### src/rtl/novacore_cfg_loader.sv
// Configuration transmitter for the NovaCORE fabric: serialises config records from a
// valid/ready stream into c_clk strobes, inserting c_dimswitch strobes on dimension changes.
module novacore_cfg_loader #(
  parameter int BUS_W     = 42,
  parameter int UID_W     = 7,
  parameter int DIM_W     = 2,
  parameter int SETUP_CYC = 2,
  parameter int HIGH_CYC  = 2,
  parameter int HOLD_CYC  = 2
) (
  input  logic                         clk,
  input  logic                         rst,
  input  logic                         start,
  input  logic                         rec_valid,
  output logic                         rec_ready,
  input  logic [UID_W+DIM_W+BUS_W-1:0] rec_data,
  input  logic                         rec_last,
  output logic                         busy,
  output logic                         done,
  output logic                         mode,
  output logic [BUS_W-1:0]             c_bus,
  output logic [UID_W-1:0]             c_uid,
  output logic                         c_clk,
  output logic [DIM_W-1:0]             c_dimension,
  output logic                         c_dimswitch
);

  localparam int REC_W   = UID_W + DIM_W + BUS_W;
  localparam int MAX_CYC = (SETUP_CYC > HIGH_CYC)
                         ? ((SETUP_CYC > HOLD_CYC) ? SETUP_CYC : HOLD_CYC)
                         : ((HIGH_CYC  > HOLD_CYC) ? HIGH_CYC  : HOLD_CYC);
  localparam int CNT_W   = $clog2(MAX_CYC) + 1;

  // Phase counter is loaded with (length - 1) and the phase ends when it reaches zero.
  localparam logic [CNT_W-1:0] SETUP_LD = CNT_W'(SETUP_CYC - 1);
  localparam logic [CNT_W-1:0] HIGH_LD  = CNT_W'(HIGH_CYC - 1);
  localparam logic [CNT_W-1:0] HOLD_LD  = CNT_W'(HOLD_CYC - 1);

  typedef enum logic [3:0] {
    S_IDLE, S_WAIT, S_DSW_SETUP, S_DSW_HIGH, S_DSW_HOLD, S_SETUP, S_HIGH, S_HOLD, S_DONE
  } state_t;

  state_t             state;
  logic [CNT_W-1:0]   cnt;
  logic               last_q;
  logic [DIM_W-1:0]   cur_dim;

  logic [UID_W-1:0]   in_uid;
  logic [DIM_W-1:0]   in_dim;
  logic [BUS_W-1:0]   in_word;

  assign in_uid  = rec_data[REC_W-1 -: UID_W];
  assign in_dim  = rec_data[BUS_W+DIM_W-1 -: DIM_W];
  assign in_word = rec_data[BUS_W-1:0];

  always_ff @(posedge clk) begin
    // NOTE: every register here, data included, is cleared by reset so the fabric
    // sees a defined bus and a dropped strobe in the very next cycle.
    if (rst) begin
      state       <= S_IDLE;
      cnt         <= '0;
      last_q      <= 1'b0;
      cur_dim     <= '0;
      rec_ready   <= 1'b0;
      busy        <= 1'b0;
      done        <= 1'b0;
      mode        <= 1'b0;
      c_bus       <= '0;
      c_uid       <= '0;
      c_clk       <= 1'b0;
      c_dimension <= '0;
      c_dimswitch <= 1'b0;
    end else begin
      // NOTE: non-blocking assignments throughout, so every branch reads the
      // pre-edge values and the default below is overridden only where set.
      done <= 1'b0;
      unique case (state)
        S_IDLE, S_DONE: begin
          if (start) begin
            state     <= S_WAIT;
            mode      <= 1'b0;
            busy      <= 1'b1;
            rec_ready <= 1'b1;
          end
        end
        S_WAIT: begin
          if (rec_valid && rec_ready) begin
            rec_ready <= 1'b0;
            c_uid     <= in_uid;
            c_bus     <= in_word;
            last_q    <= rec_last;
            cnt       <= SETUP_LD;
            if (in_dim == cur_dim) begin
              state <= S_SETUP;
            end else begin
              state       <= S_DSW_SETUP;
              c_dimension <= in_dim;
            end
          end
        end
        S_DSW_SETUP: begin
          if (cnt == '0) begin
            state       <= S_DSW_HIGH;
            c_dimswitch <= 1'b1;
            cnt         <= HIGH_LD;
          end else begin
            cnt <= cnt - CNT_W'(1);
          end
        end
        S_DSW_HIGH: begin
          if (cnt == '0) begin
            state       <= S_DSW_HOLD;
            c_dimswitch <= 1'b0;
            cnt         <= HOLD_LD;
          end else begin
            cnt <= cnt - CNT_W'(1);
          end
        end
        S_DSW_HOLD: begin
          if (cnt == '0) begin
            state   <= S_SETUP;
            cur_dim <= c_dimension;
            cnt     <= SETUP_LD;
          end else begin
            cnt <= cnt - CNT_W'(1);
          end
        end
        S_SETUP: begin
          if (cnt == '0) begin
            state <= S_HIGH;
            c_clk <= 1'b1;
            cnt   <= HIGH_LD;
          end else begin
            cnt <= cnt - CNT_W'(1);
          end
        end
        S_HIGH: begin
          if (cnt == '0) begin
            state <= S_HOLD;
            c_clk <= 1'b0;
            cnt   <= HOLD_LD;
          end else begin
            cnt <= cnt - CNT_W'(1);
          end
        end
        S_HOLD: begin
          if (cnt == '0) begin
            if (last_q) begin
              state <= S_DONE;
              mode  <= 1'b1;
              busy  <= 1'b0;
              done  <= 1'b1;
            end else begin
              state     <= S_WAIT;
              rec_ready <= 1'b1;
            end
          end else begin
            cnt <= cnt - CNT_W'(1);
          end
        end
        default: state <= S_IDLE;
      endcase
    end
  end

endmodule

### config.mk
export PLATFORM = sky130hd
export DESIGN_NAME = novacore_cfg_loader
export DESIGN_NICKNAME = d
export VERILOG_FILES = /design/src/rtl/novacore_cfg_loader.sv
export SDC_FILE = /design/constraint.sdc
export NUM_CORES = 1
export LEC_CHECK = 0
export ABC_CLOCK_PERIOD_IN_PS = 3700
export BUFFER_PORTS_ARGS = -buffer_cell sky130_fd_sc_hd__buf_4
export CAP_MARGIN = 10
export CORE_UTILIZATION = 50
export DETAILED_ROUTE_END_ITERATION = 8
export PLACE_DENSITY = 0.92
export RECOVER_POWER = 50
export SLEW_MARGIN = 5
export SYNTH_ARGS = -nofsm -noshare
export SYNTH_HDL_FRONTEND = slang
export SYNTH_SLANG_ARGS = --single-unit
### constraint.sdc
create_clock -name clk -period 3.7 [get_ports clk]
set_input_delay 0.37 -clock clk [delete_from_list [all_inputs] [get_ports clk]]
set_output_delay 0.37 -clock clk [all_outputs]
set_load 0.005 [all_outputs]
==> results.md <==
* Status: finished clean
* Reg2reg start: state[1]
* Post-synth top area cell: dfxtp_1
* Post-cts sizing count at 0
* Clock Path Buffers at 2
* Vias after detailed routing at between 2000 and 3000
* Clk pwr share at 0.381
* CP peak stage delay at 0.89 ns
* IO buf count at 112
* Routed wl met2 at roughly 3200 um
* Pint at between 1000 and 1500 uW
* Crit. End Element: flip-flop
* Critical path peak fanout at 50
* Flops & latches, synth at 66
* Die extent in x at roughly 74 um
* Final Core Density at 0.734
* MaxCap Viol Count at 0
* Clock sink count at 66
* Total Routing Usage GR at 0.241
* Async SR Flop Fraction at 0
* Pwr dens at 490 mW/mm^2
* DR pass1 iterations at 4
* Comb pwr share at 0.160
* Most common cell after layout, fill and taps aside: nand2_1
* Synthesized area at 0.00258 mm^2
* Skew final at around 0.0095 ns
* Register area share after synthesis at 0.512
* Crit share post-route at 0.752
* Die footprint at 0.00546 mm^2
* Switching Share at 0.265
* Switching pwr at approximately 460 uW
* Root buf cell: clkbuf_8
* CTS tree: built
* Slowest CP cell: nand3_2
* Crit-path leading delay family: simple AND/OR/NAND/NOR gates
* Worst slew pin tran at 0.968 ns
* Fin. Hold Viols at 0
* Most frequent cells in the layout: nand2_1, dfxtp_1, a21oi_1, buf_4, clkbuf_4
* CP Class: flip-flop to flip-flop
* Largest net degree at the start of global routing at 69
* Worst min path class: primary input to flip-flop
* FP Rows at 25
* DRT iter0 DRCs at 170
* Core area at roughly 0.0048 mm^2
* F_max at 359 MHz
* Ys Warns at 0
* Diode count at 0
* Clock Pin Slew Worst Setup and Hold Paths at 0.08 ns
* R2R Setup Slk at 0.92 ns
* WP buf/inv at 0
* Synth area leaders: dfxtp_1, nand2_1, a21oi_1
* Layout cells sized above 1 at 0.289
* Synth top area share at 0.512
* CTS buffer count at 9
* Setup_tns at 0 ns
* Met3 wire len at 441 um
* Relative slew slack at 0.354
* Worst Path Required at slightly below 4 ns
* H-tree depth at 3
* Main synth FF type: dfxtp_1
* EDFF count, synth at 0
* Final min period at 2.78 ns
* RSZ-0062 raised after global routing: no
* Hold Startpoint: rec_data[49]
* Starting density of the core at 0.533
* Post-DP HPWL at 4360 um
* Crit-path cells: nor4b_1 -> nand3_2 -> nand2_1 -> a21oi_1
* Cells after Synth at 318
* Via/cell ratio at 5.12
* R2R Path End: c_bus[11]
* Initial antenna violation count at 0
* Routed len/inst at between 10 and 15 um
* P_leak at between 0.001 and 0.0015 uW
* Syn_area_per_cell at 8.12 um^2
* # nets final at 478
* Hold depth at 3
* R2R cell count at 4
* Clock Latency Late Sink at approximately 0.34 ns
* Total Power at 1740 uW
* Slew Viols, Final at 0
* VDD IR-drop max at 0.353 mV
* Die height at 73.9 um
* Final WL at 6360 um
* Endpoints failing setup at 0
* Worst Path Arrival at 2.97 ns
* Hold EP: c_uid[5]
* Worst setup SP type: flip-flop
* Number of hold buffers added after cts at 0
* I/O pin cnt at 113
* GRT Residual Overflow at 0
* ANT nets after route at 0
* Area Overhead vs Synth at 37.7%
* Highest routed layer: met4
* Register share of total power at 0.459
* Vias in the first global route at 2324
* Placer Congestion at 0.835
* M1 wire length at 2530 um
* Setup Buffers After CTS at 0
* Synth unique cells at 39
* Syn nets at 376
* First-pass GRT wire length at 9890 um
* DRC viols at 0
cell type report:
cell class	count	area [um^2]
sequential	66	1320
multi-input combinational	226	1100
fill	409	1290
clock inverter	5	77.6
inverter	4	15.0
timing repair buffer	113	815
tap	67	83.8
clock buffer	11	141
how the worst max path moves through the flow:
| stage | start | end | slack [ns] | cells after the start |
|---|---|---|---|---|
| 4_1_cts | state[1] | c_uid[3] | 1.29 | 5 |
| 3_5_place_dp | state[1] | c_uid[3] | 1.31 | 5 |
| 3_3_place_gp | state[1] | c_uid[4] | 1.43 | 5 |
| 5_1_grt | state[0] | c_bus[15] | 0.56 | 4 |
| 6_report | state[1] | c_bus[11] | 0.92 | 4 |
| 2_1_floorplan | cnt[0] | state[2] | 2.11 | 6 |
power by group through the flow:
stage | clock network [uW] | registers (uW) | logic [uW]
4_1_cts | 669 | 802 | 293
5_1_grt | 698 | 806 | 310
3_3_place_gp | 0 | 812 | 282
2_1_floorplan | 0 | 796 | 191
3_5_place_dp | 0 | 815 | 289
6_report | 665 | 800 | 278
sequential cells by signal (all words and copies together) (netlist names):
| signal | count |
|---|---|
| c_dimswitch | 1 |
| c_uid | 7 |
| done | 1 |
| c_bus | 42 |
| c_dimension | 2 |
| cnt | 2 |
| busy | 1 |
| c_clk | 1 |
| last_q | 1 |
| state | 4 |
| mode | 1 |
| cur_dim | 2 |
| rec_ready | 1 |
cells by family (layout without fill, tap and decap cells):
group	after synthesis	after routing	share of synthesized area
flip-flops	66	66	0.512
AND/OR/NAND/NOR	145	145	0.242
XOR/XNOR	2	2	0.00678
AO/OA/AOI/OAI	73	73	0.159
buffers and inverters	26	133	0.0552
adder cells (fa/ha/maj)	2	2	0.00969
multiplexers	4	4	0.0155
cell usage after synthesis, types with 2 or more instances:
master    number
o21ai_0        4
a31oi_1        2
dfxtp_1       66
buf_2          3
xor2_1         2
or2_2          2
a211oi_1       2
nand3b_1       2
buf_6          5
clkbuf_1      13
ha_1           2
nor2_1        13
inv_1          4
mux2i_1        4
nand2_1      108
nand3_1        3
a21oi_1       56
nor3_1         6
metal layers:
layer  up-vias  track usage
met2        92        0.417
met4         0        0.132
met3        18       0.0754
li1       1265            -
met5         -            0
met1      1145        0.260
per-stage QoR:
step | setup slack (ns) | area (um^2) | instances | hold slack, ns
2_1_floorplan | 2.11 | 2580 | 318 | 0.453
3_3_place_gp | 1.43 | 3390 | 476 | 0.442
3_5_place_dp | 1.31 | 3390 | 476 | 0.447
4_1_cts | 1.29 | 3610 | 492 | 0.265
5_1_grt | 0.556 | 3560 | 492 | 0.271
6_report | 0.916 | 3560 | 492 | 0.267
worst reg2reg max path: cells and delay by family (launching register included):
family / cells / cell delay (ns)
simple gates: 3 / 2.08
flops: 1 / 0.46
compound gates: 1 / 0.10
No activity file was read; power rests on OpenSTA's default activity.
